### src/rtl/trdb_unalign8.sv
// trdb_unalign8: rebuilds length-prefixed byte packets from a packed word stream
module trdb_unalign8 #(
    parameter int DATA_WIDTH = 32,
    parameter int MAX_BYTES  = 8
) (
    input  logic                             clk_i,
    input  logic                             rst_ni,
    input  logic [DATA_WIDTH-1:0]            data_i,
    input  logic                             valid_i,
    output logic                             grant_o,
    input  logic                             flush_i,
    output logic                             flush_confirm_o,
    output logic [8*MAX_BYTES-1:0]           packet_bits_o,
    output logic [$clog2(MAX_BYTES+1)-1:0]   packet_bytes_o,
    output logic                             valid_o,
    input  logic                             grant_i,
    output logic                             err_o
);
    localparam int DATA_BYTES = DATA_WIDTH / 8;
    localparam int BW = $clog2(DATA_BYTES + 1);
    localparam int CW = $clog2(MAX_BYTES + 1);
    localparam int NW = BW > CW ? BW : CW;
    localparam int PW = 8 * MAX_BYTES;

    typedef enum logic [1:0] {HEADER, PAYLOAD, EMIT} state_e;

    state_e                state_q, state_d;
    logic [DATA_WIDTH-1:0] word_q, word_d;
    logic                  word_valid_q, word_valid_d;
    logic [BW-1:0]         byte_idx_q, byte_idx_d;
    logic [PW-1:0]         pkt_q, pkt_d;
    logic [CW-1:0]         cnt_q, cnt_d, rem_q, rem_d;
    logic                  err_q, err_d;

    logic [DATA_WIDTH-1:0] rest;
    logic [7:0]            hdr;
    logic [NW-1:0]         avail, take;
    logic [PW-1:0]         ins;
    logic                  consume_last, flush_ok;

    // Byte extraction, FSM next state, word-buffer handshake and flush handling
    always_comb begin
        state_d      = state_q;
        word_d       = word_q;
        word_valid_d = word_valid_q;
        byte_idx_d   = byte_idx_q;
        pkt_d        = pkt_q;
        cnt_d        = cnt_q;
        rem_d        = rem_q;
        err_d        = err_q;
        consume_last = 1'b0;
        rest  = word_q >> (8 * byte_idx_q);
        hdr   = rest[7:0];
        avail = NW'(DATA_BYTES) - NW'(byte_idx_q);
        take  = (NW'(rem_q) < avail) ? NW'(rem_q) : avail;
        ins   = PW'(rest & ~({DATA_WIDTH{1'b1}} << (8 * take))) << (8 * cnt_q);
        flush_ok = flush_i && (state_q != EMIT);
        case (state_q)
            HEADER: if (word_valid_q) begin
                if (hdr > 8'(MAX_BYTES)) begin
                    err_d        = 1'b1;
                    word_valid_d = 1'b0;
                    consume_last = 1'b1;
                end else begin
                    byte_idx_d   = byte_idx_q + 1'b1;
                    consume_last = (byte_idx_d == BW'(DATA_BYTES));
                    word_valid_d = !consume_last;
                    if (hdr != '0) begin
                        pkt_d   = '0;
                        cnt_d   = '0;
                        rem_d   = CW'(hdr);
                        state_d = PAYLOAD;
                    end
                end
            end
            PAYLOAD: if (word_valid_q) begin
                pkt_d        = pkt_q | ins;
                cnt_d        = cnt_q + CW'(take);
                rem_d        = rem_q - CW'(take);
                byte_idx_d   = byte_idx_q + BW'(take);
                consume_last = (byte_idx_d == BW'(DATA_BYTES));
                word_valid_d = !consume_last;
                if (rem_d == '0) state_d = EMIT;
            end
            EMIT: if (grant_i) state_d = HEADER;
            default: state_d = HEADER;
        endcase
        grant_o = !flush_i && (!word_valid_q || consume_last);
        if (valid_i && grant_o) begin
            word_d       = data_i;
            byte_idx_d   = '0;
            word_valid_d = 1'b1;
        end
        if (flush_ok) begin
            word_valid_d = 1'b0;
            byte_idx_d   = '0;
            pkt_d        = '0;
            cnt_d        = '0;
            rem_d        = '0;
            state_d      = HEADER;
        end
    end

    // State registers, cleared asynchronously
    always_ff @(posedge clk_i or negedge rst_ni) begin
        if (!rst_ni) begin
            state_q      <= HEADER;
            word_q       <= '0;
            word_valid_q <= 1'b0;
            byte_idx_q   <= '0;
            pkt_q        <= '0;
            cnt_q        <= '0;
            rem_q        <= '0;
            err_q        <= 1'b0;
        end else begin
            state_q      <= state_d;
            word_q       <= word_d;
            word_valid_q <= word_valid_d;
            byte_idx_q   <= byte_idx_d;
            pkt_q        <= pkt_d;
            cnt_q        <= cnt_d;
            rem_q        <= rem_d;
            err_q        <= err_d;
        end
    end

    assign valid_o         = (state_q == EMIT);
    assign packet_bits_o   = valid_o ? pkt_q : '0;
    assign packet_bytes_o  = valid_o ? cnt_q : '0;
    assign flush_confirm_o = flush_ok;
    assign err_o           = err_q;
endmodule
### config.mk
export PLATFORM = sky130hd
export DESIGN_NAME = trdb_unalign8
export DESIGN_NICKNAME = d
export VERILOG_FILES = /design/src/rtl/trdb_unalign8.sv
export SDC_FILE = /design/constraint.sdc
export NUM_CORES = 1
export LEC_CHECK = 0
export ABC_AREA = 1
export CAP_MARGIN = 20
export CORE_MARGIN = 3
export CORE_UTILIZATION = 50
export DETAILED_ROUTE_END_ITERATION = 10
export MAX_ROUTING_LAYER = met4
export PLACE_DENSITY = 0.79
export SETUP_SLACK_MARGIN = 0.2
export SLEW_MARGIN = 20
export SYNTH_ARGS = -nofsm -noshare
export SYNTH_HDL_FRONTEND = slang
export SYNTH_SLANG_ARGS = --single-unit
### constraint.sdc
create_clock -name clk_i -period 4.2 [get_ports clk_i]
set_input_delay 0.63 -clock clk_i [delete_from_list [all_inputs] [get_ports clk_i]]
set_output_delay 0.63 -clock clk_i [all_outputs]
set_load 0.05 [all_outputs]
# Word-level counts from Yosys, hierarchy flattened
# Cells that the tools add are included.
op_classes:
  n_bitwise: 3
  n_shift: 3
  addsub: 5
  order_cmp: 2
  n_div: 0
  reduce_logical: 17
  n_eq_ne: 14
  multipliers: 0
  n_mux: 45
op_table:
  columns: ["op", "n"]
  rows:
  - ["$mux 64", 6]
  - ["$pmux 64 s2", 1]
  - ["$and 32x64->64", 1]
  - ["$not 64->64", 1]
  - ["$or 64x64->64", 1]
  - ["$shl 32x7->64 const A", 1]
  - ["$shl 64x7->64", 1]
  - ["$mux 4", 12]
  - ["$shr 32x6->32", 1]
  - ["$pmux 4 s2", 2]
  - ["$mux 3", 5]
  - ["$ne 3x3->1 const B", 5]
  - ["$mux 2", 7]
  - ["$ne 4x4->1 const B", 3]
  - ["$gt 8x4->1 const B", 1]
  - ["$mux 1", 8]
  - ["$reduce_bool 8->1", 1]
  - ["$eq 3x3->1 const B", 2]
  - ["$pmux 2 s3", 1]
  - ["$pmux 3 s2", 1]
  - ["$reduce_and 6->1", 1]
  - ["$reduce_and 5->1", 1]
  - ["$add 4x4->4", 1]
  - ["$logic_not 1->1", 4]
  - ["18 further kinds", 21]
totals:
  ram_bits: 0
  input_bits: 37
  out_inout_bits: 72
  latchBits: 0
  elab_cells: 97
  memories: 0
  rom_bits: 0
  reg_bits: 111

# Longest topological paths before layout
depth:
  depth_word: 12
  ltp_mapped: 24
  ltp_nobuf: 22

# Least setup slack after synthesis
# Ideal clock, no wire load.
synth_path:
  kind: "register to output"
  from: "reg byte_idx_q[0]"
  to: "out grant_o"
  path_slack_ns: 0.037
  path_buffers: 3
  arrival_time_ns: 3.533
  stages_incl_launch_ff: 21
  required_ns: 3.570
  path_cell_list: "dfrtp_1 > inv_2 > buf_2 > buf_1 > ha_1 > inv_1 > ha_1 > o21ai_1 > nand2_1 > nand2_1 > nand2_1 > nand2_1 > nand2_1 > ha_1 > fa_1 > xnor2_1 > nand2_1 > nand3_1 > nand3_1 > a21boi_2 > buf_4"
synth_via:
  elab_chain_len: 9
  elab_cells_between_ends: 15
  classes_between: "3 x add/sub; 2 x order compare; 2 x eq/ne; 1 x shift; 5 x mux; 2 x reduce/logical"
synth_rtl:
  columns: ["element", "line", "source"]
  rows:
  - ["from (decl)", "30", "logic [BW-1:0] byte_idx_q, byte_idx_d;"]
  - ["from (signal assigned)", "119", "byte_idx_q <= byte_idx_d;"]
  - ["$sub 3x3->4", "54", "avail = NW'(DATA_BYTES) - NW'(byte_idx_q);"]
  - ["$lt 4x4->1", "55", "take = (NW'(rem_q) < avail) ? NW'(rem_q) : avail;"]
  - ["$mux 4", "55", null]
  - ["$add 3x3->3", "80", "byte_idx_d = byte_idx_q + BW'(take);"]
  - ["$eq 3x3->1", "81", "consume_last = (byte_idx_d == BW'(DATA_BYTES));"]
  - ["$mux 1", "76", "PAYLOAD: if (word_valid_q) begin"]
  - ["$pmux 1 s2 *", "58", "case (state_q)"]
  - ["$logic_or 1x1->1 *", "88", "grant_o = !flush_i && (!word_valid_q || consume_last);"]
  - ["$logic_and 1x1->1 *", "88", null]
  - ["to (decl)", "10", "output logic grant_o,"]
# Every way passes the cells marked *; elsewhere a longest branch is shown, timed or not.

# Final worst setup path
# Ends and elaborated chain as after synthesis.

==> impl_metrics.ini <==
[run_status]
status = finished clean

[sta]
slew_viol_final = 0
fin_tns_setup_ns = 0
hold_viol_final = 0
fin_crit_ns = 3.89
finalClockSkew_ns = 0.0102
max_slew_margin_pct = 42.0
rsz0062_at_grt = false
tightest_slew_ns = 0.869
fin_crit_sh_pct = 92.6
fmaxAchievable_mhz = 257
setup_viol = 0

[cts]
clkLatencyLatePin_ns = 0.36
cts_max_level = 3
cts_sinks = 111
cts_inserted_buffers = 9
clk_pin_slew_ns = 0.07
root_buffer = clkbuf_16
cts_buffer_depth = 2
cts_tree = built

[flow_run]
maxCapViolations = 0

[floorplan]
core_um2 = 14000
die_w_um = 126
rows = 43
start_util_pct = 51.4
pin_count = 109
dieHeight_um = 126
die_area_um2 = 15900

[synthesis]
ys_ff_latch = 111
syn_area_um2 = 7190
avgSynthCellArea_um2 = 6.71
yosysSeqAreaShare_pct = 38.6
synthCells = 1072
ys_warn_count = 0
synth_edf_count = 0
syn_nets = 1127
ys_types = 38
synth_flop_cell = dfrtp_1
async_flop_share_pct = 100

[routing]
first_iter_violations = 717
final_antenna_net_count = 0
wl_um = 20700
wl_per_cell_um = 15.4
drtPass1Iterations = 5
drc_errors = 0
via_per_inst = 5.39
vias = 7227

[power]
power_density_nw_per_um2 = 777
power.leakage_nw = 4.09
total_power_mw = 6.86
irDropWorstVdd_mv = 0.345

[layout]
final_core_util_pct = 63.1
num_antenna_cells = 0
fillers = 1325
ff_latch_area_um2 = 2780
final_nets = 1212
drive_gt1_share_pct = 8.00
multiInputGateArea_um2 = 3740
area_growth_pct = 22.8
fin_area_um2 = 8830

[placement]
gp_congestion = 0.994
dpl_cell_area_um2 = 8380
port_buffers = 108
dpl.hpwl_um = 15100

[worst_setup_path]
crit_type = reg2out
r2r_slack_ns = 0.85
critPathMaxStageDelay_ns = 0.39
reg2reg_depth = 22
crit_path_start_kind = register
arrival_ns = 3.26
regToRegStartpoint = byte_idx_q[0]
cp_slowest_cell = dfrtp_1
critPathMaxFanout = 4
crit_path_end_kind = primary output
r2r_end = word_q[9]
path_cells = inv_2 -> ha_4 -> inv_2 -> ha_4 -> o21ai_1 -> nand2_1 -> nand2_2 -> nand2_2 -> nand2_2 -> nand2_4 -> ha_4 -> fa_2 -> xnor2_2 -> inv_1 -> nand2_1 -> nand3_2 -> nand3_2 -> a21boi_4 -> buf_12
required_ns = 3.57

[grt]
antenna_found_initial = 0
gr-total-overflow = 0
grt_start_max_net_pins = 71
grt_pass1_vias = 6679
track_usage_pct = 26.9
grt_pass1_wl_um = 33700

[hold_path]
hp-class = in2async
==> sequential cells by signal, indices dropped and copies added (netlist names) <==
| signal | cells |
|---|---|
| pkt_q | 64 |
| byte_idx_q | 3 |
| word_valid_q | 1 |
| state_q | 2 |
| rem_q | 4 |
| err_o | 1 |
| cnt_q | 4 |
| word_q | 32 |
==> cell families after synthesis <==
| logic type | synth area share, % |
|---|---|
| AND/OR/NAND/NOR | 35.9 |
| buffers and inverters | 10.7 |
| AO/OA/AOI/OAI | 10.5 |
| flip-flops | 38.6 |
| adder cells (fa/ha/maj) | 3.44 |
| XOR/XNOR | 0.852 |
==> per-stage QoR <==
stage | setup WS, ns | hold slack (ns) | std cells
after detailed placement | 0.195 | 0.458 | 1317
after floorplan | 0.201 | 0.334 | 1072
after global placement | 0.274 | 0.449 | 1317
final | 0.313 | 0.383 | 1342
after global routing | 0.166 | 0.447 | 1342
after CTS | 0.221 | 0.411 | 1335
==> Yosys cell counts (2+ instances only) <==
cell / count / area share, %
fa_1: 3 / 0.84
dfrtp_1: 111 / 39
buf_4: 5 / 0.52
nand3b_1: 8 / 0.84
nand4_1: 11 / 0.96
inv_2: 6 / 0.31
nor3_1: 9 / 0.63
nor2_4: 2 / 0.31
buf_1: 8 / 0.42
nand3_1: 108 / 7.5
nand2_1: 297 / 16
o21ai_0: 37 / 2.6
o21ai_1: 3 / 0.21
o2111ai_1: 2 / 0.24
o211ai_1: 3 / 0.31
or2_2: 8 / 0.70
buf_2: 16 / 1.1
ha_1: 15 / 2.6
clkbuf_1: 29 / 1.5
or2_0: 2 / 0.17
inv_1: 121 / 6.3
nand2_2: 4 / 0.35
xor2_1: 2 / 0.24
nor2_1: 147 / 7.7
buf_6: 3 / 0.47
xnor2_1: 5 / 0.61
o22ai_1: 8 / 0.70
nor2_2: 3 / 0.26
a21oi_1: 86 / 6.0
nand3_2: 2 / 0.28
==> power breakdown <==
| part | internal, mW | switching, mW |
|---|---|---|
| clock network | 0.428 | 0.418 |
| registers | 1.36 | 0.183 |
| logic | 1.39 | 3.08 |
| total | 3.18 | 3.68 |
==> worst max-delay path by stage <==
stage	from	cells past startpoint	slack, ns	end
after global placement	byte_idx_q[1]	16	0.27	grant_o
final	byte_idx_q[0]	19	0.31	grant_o
after floorplan	byte_idx_q[0]	20	0.20	grant_o
after global routing	byte_idx_q[0]	19	0.17	grant_o
after CTS	byte_idx_q[0]	18	0.22	grant_o
after detailed placement	byte_idx_q[1]	16	0.19	grant_o
==> cell usage in the layout (no fill, tap or decap), types with 3 or more instances in the layout <==
cell type,instances
a21oi_1,84
buf_4,27
clkbuf_16,9
clkdlybuf4s50_1,106
dfrtp_1,110
ha_1,12
ha_4,3
inv_1,119
inv_2,8
nand2_1,293
nand2_2,7
nand3_1,106
nand3_2,4
nand3b_1,8
nand4_1,11
nor2_1,147
nor2_4,3
nor3_1,9
o211ai_1,3
o21ai_0,37
o21ai_1,3
o22ai_1,8
or2_2,8
xnor2_1,3
==> critical path, delay by kind of cell (launching register included) <==
family,cells,cell delay (ns)
AOI/OAI and AO/OA,2,0.32
buffers and inverters,4,0.43
DFF,1,0.39
xor gates and xnor gates,1,0.15
adders and majority gates,4,0.97
and+or+nand+nor,8,0.64
==> repair_timing <==
action | 4_1_cts | 5_1_grt
hold buffers | 0 | 0
pin swaps | 4 | 9
buffers inserted | 2 | 7
gates resized for setup | 9 | 11
setup endpoints to repair | 1 | 1
==> layout make-up <==
| type | count | area share, % |
|---|---|---|
| sequential | 111 | 31.5 |
| tap | 180 | 2.55 |
| timing repair buffer | 135 | 14.8 |
| inverter | 128 | 5.47 |
| clock inverter | 6 | 0.638 |
| multi-input combinational | 772 | 42.4 |
| clock buffer | 10 | 2.71 |
==> routing by layer <==
layer	vias up	track usage, %	wire length, um
met5	-	-	0
met2	296	40.8	9310
met1	3329	36.2	9140
li1	3547	-	-
met3	55	5.00	1550
met4	0	9.91	717
No activity file was read; power rests on OpenSTA's default activity.
